## src/rtl/myPkg.sv

```systemverilog
// Shared display helpers for the seven-segment path.
//
// seg_drv: hex nibble to segment pattern. Bit map is {dp, g, f, e, d, c, b, a},
// active-high; the decimal point is never lit.
package myPkg;

    function automatic logic [7:0] seg_drv(input logic [3:0] val);
        logic [7:0] pat;
        pat = 8'h00;
        case (val)
            4'h0: pat = 8'h3f;
            4'h1: pat = 8'h06;
            4'h2: pat = 8'h5b;
            4'h3: pat = 8'h4f;
            4'h4: pat = 8'h66;
            4'h5: pat = 8'h6d;
            4'h6: pat = 8'h7d;
            4'h7: pat = 8'h07;
            4'h8: pat = 8'h7f;
            4'h9: pat = 8'h6f;
            4'ha: pat = 8'h77;
            4'hb: pat = 8'h7c;
            4'hc: pat = 8'h39;
            4'hd: pat = 8'h5e;
            4'he: pat = 8'h79;
            default: pat = 8'h71;
        endcase
        return pat;
    endfunction

endpackage

```

## src/rtl/seg_scan_ctrl.sv

```systemverilog
// Time-multiplexed seven-segment scan controller.
//
// Holds one 4-bit value per digit and cycles a shared segment bus across
// NUM_DIG one-hot digit enables. Each digit slot is BLANK_CYC all-off cycles
// followed by HOLD_CYC driven cycles. frame_tick pulses in the first blank
// cycle after the last digit of a frame.
//
// Ports:
//   clk        in   clock, rising edge
//   rst_n      in   synchronous active-low reset
//   en         in   scan enable (level)
//   wr_en      in   digit register write strobe
//   wr_idx     in   digit index to write (out-of-range writes are dropped)
//   wr_data    in   4-bit value to store
//   seg        out  segment pattern from myPkg::seg_drv, zero when not driving
//   dig_sel    out  one-hot digit enable, zero when not driving
//   frame_tick out  one-cycle end-of-frame pulse
module seg_scan_ctrl #(
    parameter int unsigned NUM_DIG   = 3,
    parameter int unsigned HOLD_CYC  = 1000,
    parameter int unsigned BLANK_CYC = 4
) (
    input  logic                       clk,
    input  logic                       rst_n,
    input  logic                       en,
    input  logic                       wr_en,
    input  logic [$clog2(NUM_DIG)-1:0] wr_idx,
    input  logic [3:0]                 wr_data,
    output logic [7:0]                 seg,
    output logic [NUM_DIG-1:0]         dig_sel,
    output logic                       frame_tick
);

    localparam int unsigned IdxW   = $clog2(NUM_DIG);
    localparam int unsigned MaxCyc = (HOLD_CYC > BLANK_CYC) ? HOLD_CYC : BLANK_CYC;
    localparam int unsigned CntW   = (MaxCyc > 1) ? $clog2(MaxCyc) : 1;

    localparam logic [CntW-1:0] HoldLast  = CntW'(HOLD_CYC - 1);
    localparam logic [CntW-1:0] BlankLast = CntW'(BLANK_CYC - 1);
    localparam logic [IdxW-1:0] IdxLast   = IdxW'(NUM_DIG - 1);

    typedef enum logic [1:0] {StOff, StBlank, StDrive} state_e;

    state_e              state_q, state_d;
    logic [CntW-1:0]     cnt_q, cnt_d;
    logic [IdxW-1:0]     idx_q, idx_d;
    logic [3:0]          digit_q [NUM_DIG];
    logic [7:0]          seg_q, seg_d;
    logic [NUM_DIG-1:0]  dig_sel_q, dig_sel_d;
    logic                tick_q, tick_d;

    // Next-state logic; en low forces OFF from any state.
    always_comb begin
        state_d = state_q;
        cnt_d   = cnt_q;
        idx_d   = idx_q;
        tick_d  = 1'b0;
        if (!en) begin
            state_d = StOff;
            cnt_d   = '0;
            idx_d   = '0;
        end else begin
            case (state_q)
                StOff: begin
                    state_d = StBlank;
                    cnt_d   = '0;
                    idx_d   = '0;
                end
                StBlank: begin
                    if (cnt_q == BlankLast) begin
                        state_d = StDrive;
                        cnt_d   = '0;
                    end else begin
                        cnt_d = cnt_q + 1'b1;
                    end
                end
                StDrive: begin
                    if (cnt_q == HoldLast) begin
                        state_d = StBlank;
                        cnt_d   = '0;
                        if (idx_q == IdxLast) begin
                            idx_d  = '0;
                            tick_d = 1'b1;
                        end else begin
                            idx_d = idx_q + 1'b1;
                        end
                    end else begin
                        cnt_d = cnt_q + 1'b1;
                    end
                end
                default: begin
                    state_d = StOff;
                    cnt_d   = '0;
                    idx_d   = '0;
                end
            endcase
        end
    end

    // Outputs are registered from next-state values so they move with the state.
    // Segment data comes from the registered digit file, so a write lands one
    // edge after it is captured.
    always_comb begin
        seg_d     = 8'h00;
        dig_sel_d = '0;
        if (state_d == StDrive) begin
            seg_d            = myPkg::seg_drv(digit_q[idx_d]);
            dig_sel_d[idx_d] = 1'b1;
        end
    end

    always_ff @(posedge clk) begin
        if (!rst_n) begin
            state_q   <= StOff;
            cnt_q     <= '0;
            idx_q     <= '0;
            seg_q     <= 8'h00;
            dig_sel_q <= '0;
            tick_q    <= 1'b0;
        end else begin
            state_q   <= state_d;
            cnt_q     <= cnt_d;
            idx_q     <= idx_d;
            seg_q     <= seg_d;
            dig_sel_q <= dig_sel_d;
            tick_q    <= tick_d;
        end
    end

    always_ff @(posedge clk) begin
        if (!rst_n) begin
            for (int unsigned i = 0; i < NUM_DIG; i++) begin
                digit_q[i] <= 4'h0;
            end
        end else if (wr_en && (32'(wr_idx) < NUM_DIG)) begin
            digit_q[wr_idx] <= wr_data;
        end
    end

    assign seg        = seg_q;
    assign dig_sel    = dig_sel_q;
    assign frame_tick = tick_q;

endmodule

```

## config.mk

```make
export PLATFORM = sky130hd
export DESIGN_NAME = seg_scan_ctrl
export DESIGN_NICKNAME = d
export VERILOG_FILES = /design/src/rtl/myPkg.sv /design/src/rtl/seg_scan_ctrl.sv
export SDC_FILE = /design/constraint.sdc
export NUM_CORES = 1
export LEC_CHECK = 0
export CAP_MARGIN = 20
export CORE_MARGIN = 4
export CORE_UTILIZATION = 50
export DETAILED_ROUTE_END_ITERATION = 10
export PLACE_DENSITY = 0.86
export REMOVE_ABC_BUFFERS = 1
export SLEW_MARGIN = 5
export SYNTH_ARGS = -nofsm -noshare
export SYNTH_HDL_FRONTEND = slang
export SYNTH_SLANG_ARGS = --single-unit
```

## constraint.sdc

```tcl
create_clock -name clk -period 3.5 [get_ports clk]
set_input_delay 0.525 -clock clk [delete_from_list [all_inputs] [get_ports clk]]
set_output_delay 0.525 -clock clk [all_outputs]
set_load 0.01 [all_outputs]
```

==> impl_metrics.env, run 1 <==
export IMPL_grt_pass1_vias=1559
export IMPL_synth_main_ff_cell="dfxtp_1"
export IMPL_path_class="reg2reg"
export IMPL_drt_total_wl_um=3980
export IMPL_synth_distinct_cells=55
export IMPL_crit_slowest_cell="mux4_2"
export IMPL_r2r_setup_slack_ps=230
export IMPL_reg2reg_depth=11
export IMPL_ys_ff_latch=41
export IMPL_synthMuxAreaShare_pct=3.20
export IMPL_place_ws_ps=228
export IMPL_grt_start_max_net_pins=14
export IMPL_dp_hpwl_um=3060
export IMPL_pwr_share_comb_pct=7.1
export IMPL_grt_pass1_wl_um=6820
export IMPL_internal_power_uw=827
export IMPL_crit_family="multiplexers"
export IMPL_grt_overflow=0
export IMPL_drive_gt1_share_pct=9.61
export IMPL_async_flop_share_pct=0
export IMPL_maxCapViolations=0
export IMPL_clkLatencyLatePin_ps=290
export IMPL_drv_slew=0
export IMPL_setup_viol=0
export IMPL_nNetsFinal=250
export IMPL_hold_class="reg2reg"
export IMPL_p_clk_share_pct=43.1
export IMPL_p_seq_share_pct=49.8
export IMPL_portBuffers=20
export IMPL_synth_area_leaders="dfxtp_1, edfxtp_1, ha_1"
export IMPL_clk_pin_slew_worst_paths_ps=80
export IMPL_grt_setup_unrepaired="no"
export IMPL_finClkSkew_ps=6.97
export IMPL_outcome="complete, no violations"
export IMPL_r2r_start="cnt_q[0]"
export IMPL_gpl_final_weighted_congestion=0.827
export IMPL_crit_start="cnt_q[0]"
export IMPL_leakage_uw=0.000955
export IMPL_hold_violations=0
export IMPL_synth_simple_gate_area_share_pct=21.4
export IMPL_grt_usage_pct=16.3
export IMPL_fillCellCount=347
export IMPL_antenna_cells=0
export IMPL_min_period_ps=3270
export IMPL_critPathCapture="seg[3]"
export IMPL_fin_crit_sh_pct=93.4
export IMPL_critPathMaxStageDelay_ps=460
export IMPL_ys_seq_area_share_pct=45.7
export IMPL_die_h_um=73.6
export IMPL_switching_share_pct=20.1
export IMPL_core_area_um2=4090
export IMPL_die_area_um2=5410
export IMPL_ir_drop_v=0.000274
export IMPL_clock_path_buffers=2
export IMPL_cp_cell_sequence="ha_1 -> or3b_4 -> o31ai_4 -> nand3_4 -> mux2_4 -> a222oi_1 -> inv_1 -> ha_1 -> inv_1 -> mux4_2 -> nor2_1"
export IMPL_r2r_end="seg[3]"
export IMPL_yosysTopAreaCell="dfxtp_1"
export IMPL_cts_sinks=41
export IMPL_finish_utilization_pct=61.9
export IMPL_drt_first_pass_iters=4
export IMPL_arrival_ps=3500
export IMPL_numCtsBuffers=5
export IMPL_cts_htree_levels=2
export IMPL_syn2layout_area_growth_pct=17.8
export IMPL_cp_max_fo=5
export IMPL_setup_ws_ps=231
export IMPL_rows=23
export IMPL_ys_warn_count=0
export IMPL_cts_tree="done"
export IMPL_fp_dieW_um=73.6
export IMPL_power_density_nw_per_um2=409
export IMPL_drt_iter0_markers=153
export IMPL_synth_compound_area_share_pct=14.7
export IMPL_drc=0
export IMPL_via_per_inst=5.74
export IMPL_start_util_pct=52.6
export IMPL_synth_edf_count=16
export IMPL_ios=22
export IMPL_synth_top_family_by_area="simple AND/OR/NAND/NOR gates"
export IMPL_final_cell_area_um2=2530
export IMPL_dpl_cell_area_um2=2380
export IMPL_netlist_area_um2=2150
export IMPL_cp_num_cells=11
export IMPL_synth_xor_area_share_pct=3.26
export IMPL_root_buffer="clkbuf_8"
export IMPL_yosys_top_cells_count="dfxtp_1, nor2_1, edfxtp_1, and2_1, ha_1"
export IMPL_crit_path_end_kind="flip-flop"
export IMPL_p_sw_uw=208
export IMPL_syn_area_per_cell_um2=10.6
export IMPL_synth_cells=202
export IMPL_synthAdderAreaFrac_pct=6.99
export IMPL_yosysTopAreaCellShare_pct=23.3
export IMPL_tns_ps=0
export IMPL_worstSetupStartpointType="flip-flop"
export IMPL_fmax_ghz=0.306
export IMPL_antenna_found_initial=0
export IMPL_finalPower_uw=1040
export IMPL_dr_total_vias=1601
export IMPL_cp_required_ps=3730
export IMPL_ant_nets=0
export IMPL_synth_most_common_cell="dfxtp_1"
export IMPL_routedWlPerCell_um=14.3
export IMPL_path_buf_inv=2
==> how the worst min path moves through the flow <==
stage | cells after the start | slack, ps | startpoint | to
after floorplan | 1 | 430 | cnt_q[0] | cnt_q[0]
after global placement | 1 | 440 | cnt_q[0] | cnt_q[0]
after detailed placement | 1 | 450 | cnt_q[0] | cnt_q[0]
after CTS | 1 | 470 | cnt_q[0] | cnt_q[0]
after global routing | 1 | 510 | cnt_q[0] | cnt_q[0]
final | 1 | 460 | cnt_q[0] | cnt_q[0]
==> metal layers <==
layer / vias up / wire length [um] / track usage [%]
met5: - / 0 / 0
met4: 0 / 98 / 6.64
met3: 9 / 275 / 4.79
met2: 59 / 1930 / 26.7
met1: 747 / 1680 / 20.1
li1: 786 / - / -
==> cells in the final DEF, fill, tap and decap left out, types with 3 or more instances in the layout <==
master | Yosys | routed
conb_1 | 1 | 5
xor2_1 | 5 | 5
and2_1 | 15 | 15
nor3b_1 | 4 | 4
a221oi_1 | 4 | 4
nand3_1 | 11 | 11
a311oi_1 | 5 | 5
ha_1 | 12 | 12
clkbuf_8 | 0 | 5
nor3_1 | 4 | 4
clkdlybuf4s50_1 | 0 | 20
nor2_1 | 22 | 22
inv_1 | 11 | 11
and3_1 | 4 | 4
xnor2_1 | 3 | 3
nand2b_1 | 3 | 3
edfxtp_1 | 16 | 16
buf_4 | 1 | 3
nand2_1 | 6 | 6
dfxtp_1 | 25 | 25
==> registers in the layout, indices dropped and copies added (netlist names) <==
| signal | cells |
|---|---|
| cnt_q | 10 |
| dig_sel | 3 |
| digit_q | 16 |
| frame_tick | 1 |
| idx_q | 2 |
| seg | 7 |
| state_q | 2 |
==> cell type report <==
| class | count | area (um^2) | area share [%] |
|---|---|---|---|
| Sequential cell | 41 | 981 | 38.8 |
| Timing Repair Buffer | 23 | 223 | 8.80 |
| Multi-Input combinational cell | 146 | 1090 | 43.1 |
| Clock buffer | 5 | 68.8 | 2.72 |
| Clock inverter | 3 | 65.1 | 2.57 |
| Inverter | 11 | 41.3 | 1.63 |
| Tap cell | 50 | 62.6 | 2.47 |
==> power groups by stage <==
| stage | Combinational (uW) | Sequential (uW) | Clock (uW) |
|---|---|---|---|
| floorplan | 44.8 | 525 | 0 |
| global placement | 68.6 | 526 | 0 |
| detailed placement | 71.1 | 527 | 0 |
| CTS | 71.6 | 516 | 453 |
| global route | 81.5 | 517 | 472 |
| finish | 73.7 | 515 | 447 |
==> logic make-up (layout without fill, tap and decap cells) <==
| kind of cell | Yosys count | in the layout |
|---|---|---|
| and+or+nand+nor | 82 | 82 |
| DFF | 41 | 41 |
| AOI/OAI and AO/OA | 34 | 34 |
| buffers and inverters | 19 | 42 |
| adders and majority gates | 12 | 12 |
| xor gates and xnor gates | 8 | 8 |
| muxes | 5 | 5 |
| other | 1 | 5 |
==> timing repair <==
action                                  4_1_cts  5_1_grt
setup buffers                                 0        1
hold buffers                                  0        0
endpoints found under the setup margin        0        2
resized for setup                             0        1
==> stage by stage <==
stage | hold WS, ps | instances
floorplan | 430 | 198
detailed placement | 453 | 270
finish | 463 | 279
global placement | 445 | 270
global route | 508 | 279
CTS | 472 | 278
Note: power is estimated with default switching activity, not from simulation.
==> run 2, diff against run 1 <==
Settings changed: CORE_MARGIN 4 to 5, TNS_END_PERCENT from default to 20.
==> impl_metrics.env, run 2 (synthesis results as in run 1) <==
export IMPL_crit_slowest_cell="mux4_2"
export IMPL_p_sw_uw=212
export IMPL_clkLatencyLatePin_ps=300
export IMPL_critPathMaxStageDelay_ps=450
export IMPL_worstSetupStartpointType="flip-flop"
export IMPL_dp_hpwl_um=3080
export IMPL_syn2layout_area_growth_pct=17.0
export IMPL_drt_total_wl_um=4130
export IMPL_fin_crit_sh_pct=94.1
export IMPL_switching_share_pct=22.0
export IMPL_outcome="complete, no violations"
export IMPL_fmax_ghz=0.304
export IMPL_pwr_share_comb_pct=7.7
export IMPL_cp_required_ps=3730
export IMPL_grt_pass1_wl_um=6890
export IMPL_setup_ws_ps=207
export IMPL_finClkSkew_ps=6.06
export IMPL_antenna_found_initial=0
export IMPL_arrival_ps=3530
export IMPL_hold_class="reg2reg"
export IMPL_path_class="reg2reg"
export IMPL_dr_total_vias=1579
export IMPL_via_per_inst=5.66
export IMPL_p_clk_share_pct=39.0
export IMPL_drc=0
export IMPL_min_period_ps=3290
export IMPL_cp_cell_sequence="ha_1 -> or3b_4 -> o31ai_4 -> nand3_4 -> mux2_4 -> a222oi_1 -> inv_1 -> ha_1 -> inv_1 -> mux4_2 -> nor2_1"
export IMPL_nNetsFinal=250
export IMPL_grt_setup_unrepaired="no"
export IMPL_clock_path_buffers=2
export IMPL_grt_usage_pct=16.0
export IMPL_grt_pass1_vias=1583
export IMPL_power_density_nw_per_um2=384
export IMPL_final_common_cell="dfxtp_1"
export IMPL_crit_path_end_kind="flip-flop"
export IMPL_die_area_um2=5710
export IMPL_top_register="digit_q"
export IMPL_largest_reg_flops=16
export IMPL_fp_dieW_um=75.6
export IMPL_routedWlPerCell_um=14.8
export IMPL_gpl_final_weighted_congestion=0.846
export IMPL_drive_gt1_share_pct=9.61
export IMPL_cp_max_fo=5
export IMPL_ir_drop_v=0.000259
export IMPL_drt_first_pass_iters=4
export IMPL_portBuffers=20
export IMPL_setup_viol=0
export IMPL_p_seq_share_pct=53.4
export IMPL_cts_htree_levels=2
export IMPL_maxCapViolations=0
export IMPL_antenna_cells=0
export IMPL_core_area_um2=4090
export IMPL_clk_pin_slew_worst_paths_ps=80
export IMPL_place_ws_ps=252
export IMPL_tns_ps=0
export IMPL_drv_slew=0
export IMPL_hold_violations=0
export IMPL_internal_power_uw=754
export IMPL_drt_iter0_markers=120
export IMPL_root_buffer="clkbuf_8"
export IMPL_start_util_pct=52.6
export IMPL_grt_start_max_net_pins=14
export IMPL_numCtsBuffers=5
export IMPL_ant_nets=0
export IMPL_rows=23
export IMPL_layout_common_cells="dfxtp_1, nor2_1, clkdlybuf4s50_1"
export IMPL_cts_tree="done"
export IMPL_grt_overflow=0
export IMPL_ios=22
export IMPL_leakage_uw=0.000939
export IMPL_cts_sinks=41
export IMPL_die_h_um=75.6
run 2: cell type report:
type / count / area (um^2)
tap: 50 / 62.6
multi-input combinational: 146 / 1100
clock inverter: 3 / 41.3
fill: 346 / 1570
sequential: 41 / 981
timing repair buffer: 23 / 223
clock buffer: 5 / 68.8
inverter: 11 / 41.3
run 2: final timing paths:
path / endpoint / slack [ps] / from / cells after the start
setup / recovery: seg[3] / 210 / cnt_q[0] / 11
hold / removal: cnt_q[0] / 480 / cnt_q[0] / 1
setup reg to reg: seg[3] / 210 / cnt_q[0] / 11
hold reg to reg: cnt_q[0] / 480 / cnt_q[0] / 1
run 2: power by group through the flow:
stage / clock network [uW] / logic [uW] / registers, uW
finish: 376 / 74.1 / 515
global route: 399 / 82.2 / 517
CTS: 380 / 72.3 / 516
detailed placement: 0 / 71.3 / 527
global placement: 0 / 68.8 / 526
floorplan: 0 / 44.8 / 525
run 2: timing repair:
| action | CTS | global route |
|---|---|---|
| resized for setup | 0 | 2 |
| setup endpoints to repair | 0 | 2 |
| setup buffers | 0 | 1 |
| hold buffers | 0 | 0 |
run 2: layer usage:
metal  track usage [%]  wire [um]  up-vias  share of wire, %
met2              26.5       2060       50                50
met1              19.4       1780      736                43
li1                  -          -      781                 -
met4              7.38         70        0               1.7
met5                 0          0        -                 0
met3              4.35        228       12               5.5
run 2: stage by stage:
| step | instances | hold WS (ps) | area [um^2] | util, % | power, uW |
|---|---|---|---|---|---|
| floorplan | 198 | 430 | 2110 | - | 569 |
| global placement | 270 | 445 | 2380 | 58.3 | 595 |
| detailed placement | 270 | 467 | 2380 | 58.3 | 598 |
| CTS | 278 | 485 | 2490 | 61.0 | 968 |
| global route | 279 | 514 | 2510 | 61.5 | 999 |
| finish | 279 | 475 | 2510 | 61.5 | 966 |
run 2: critical path, delay by kind of cell (launching register included):
family	cells	cell delay (ps)
adder cells (fa/ha/maj)	2	540
AND/OR/NAND/NOR	3	680
flip-flops	1	370
multiplexers	2	780
buffers and inverters	2	200
AO/OA/AOI/OAI	2	660
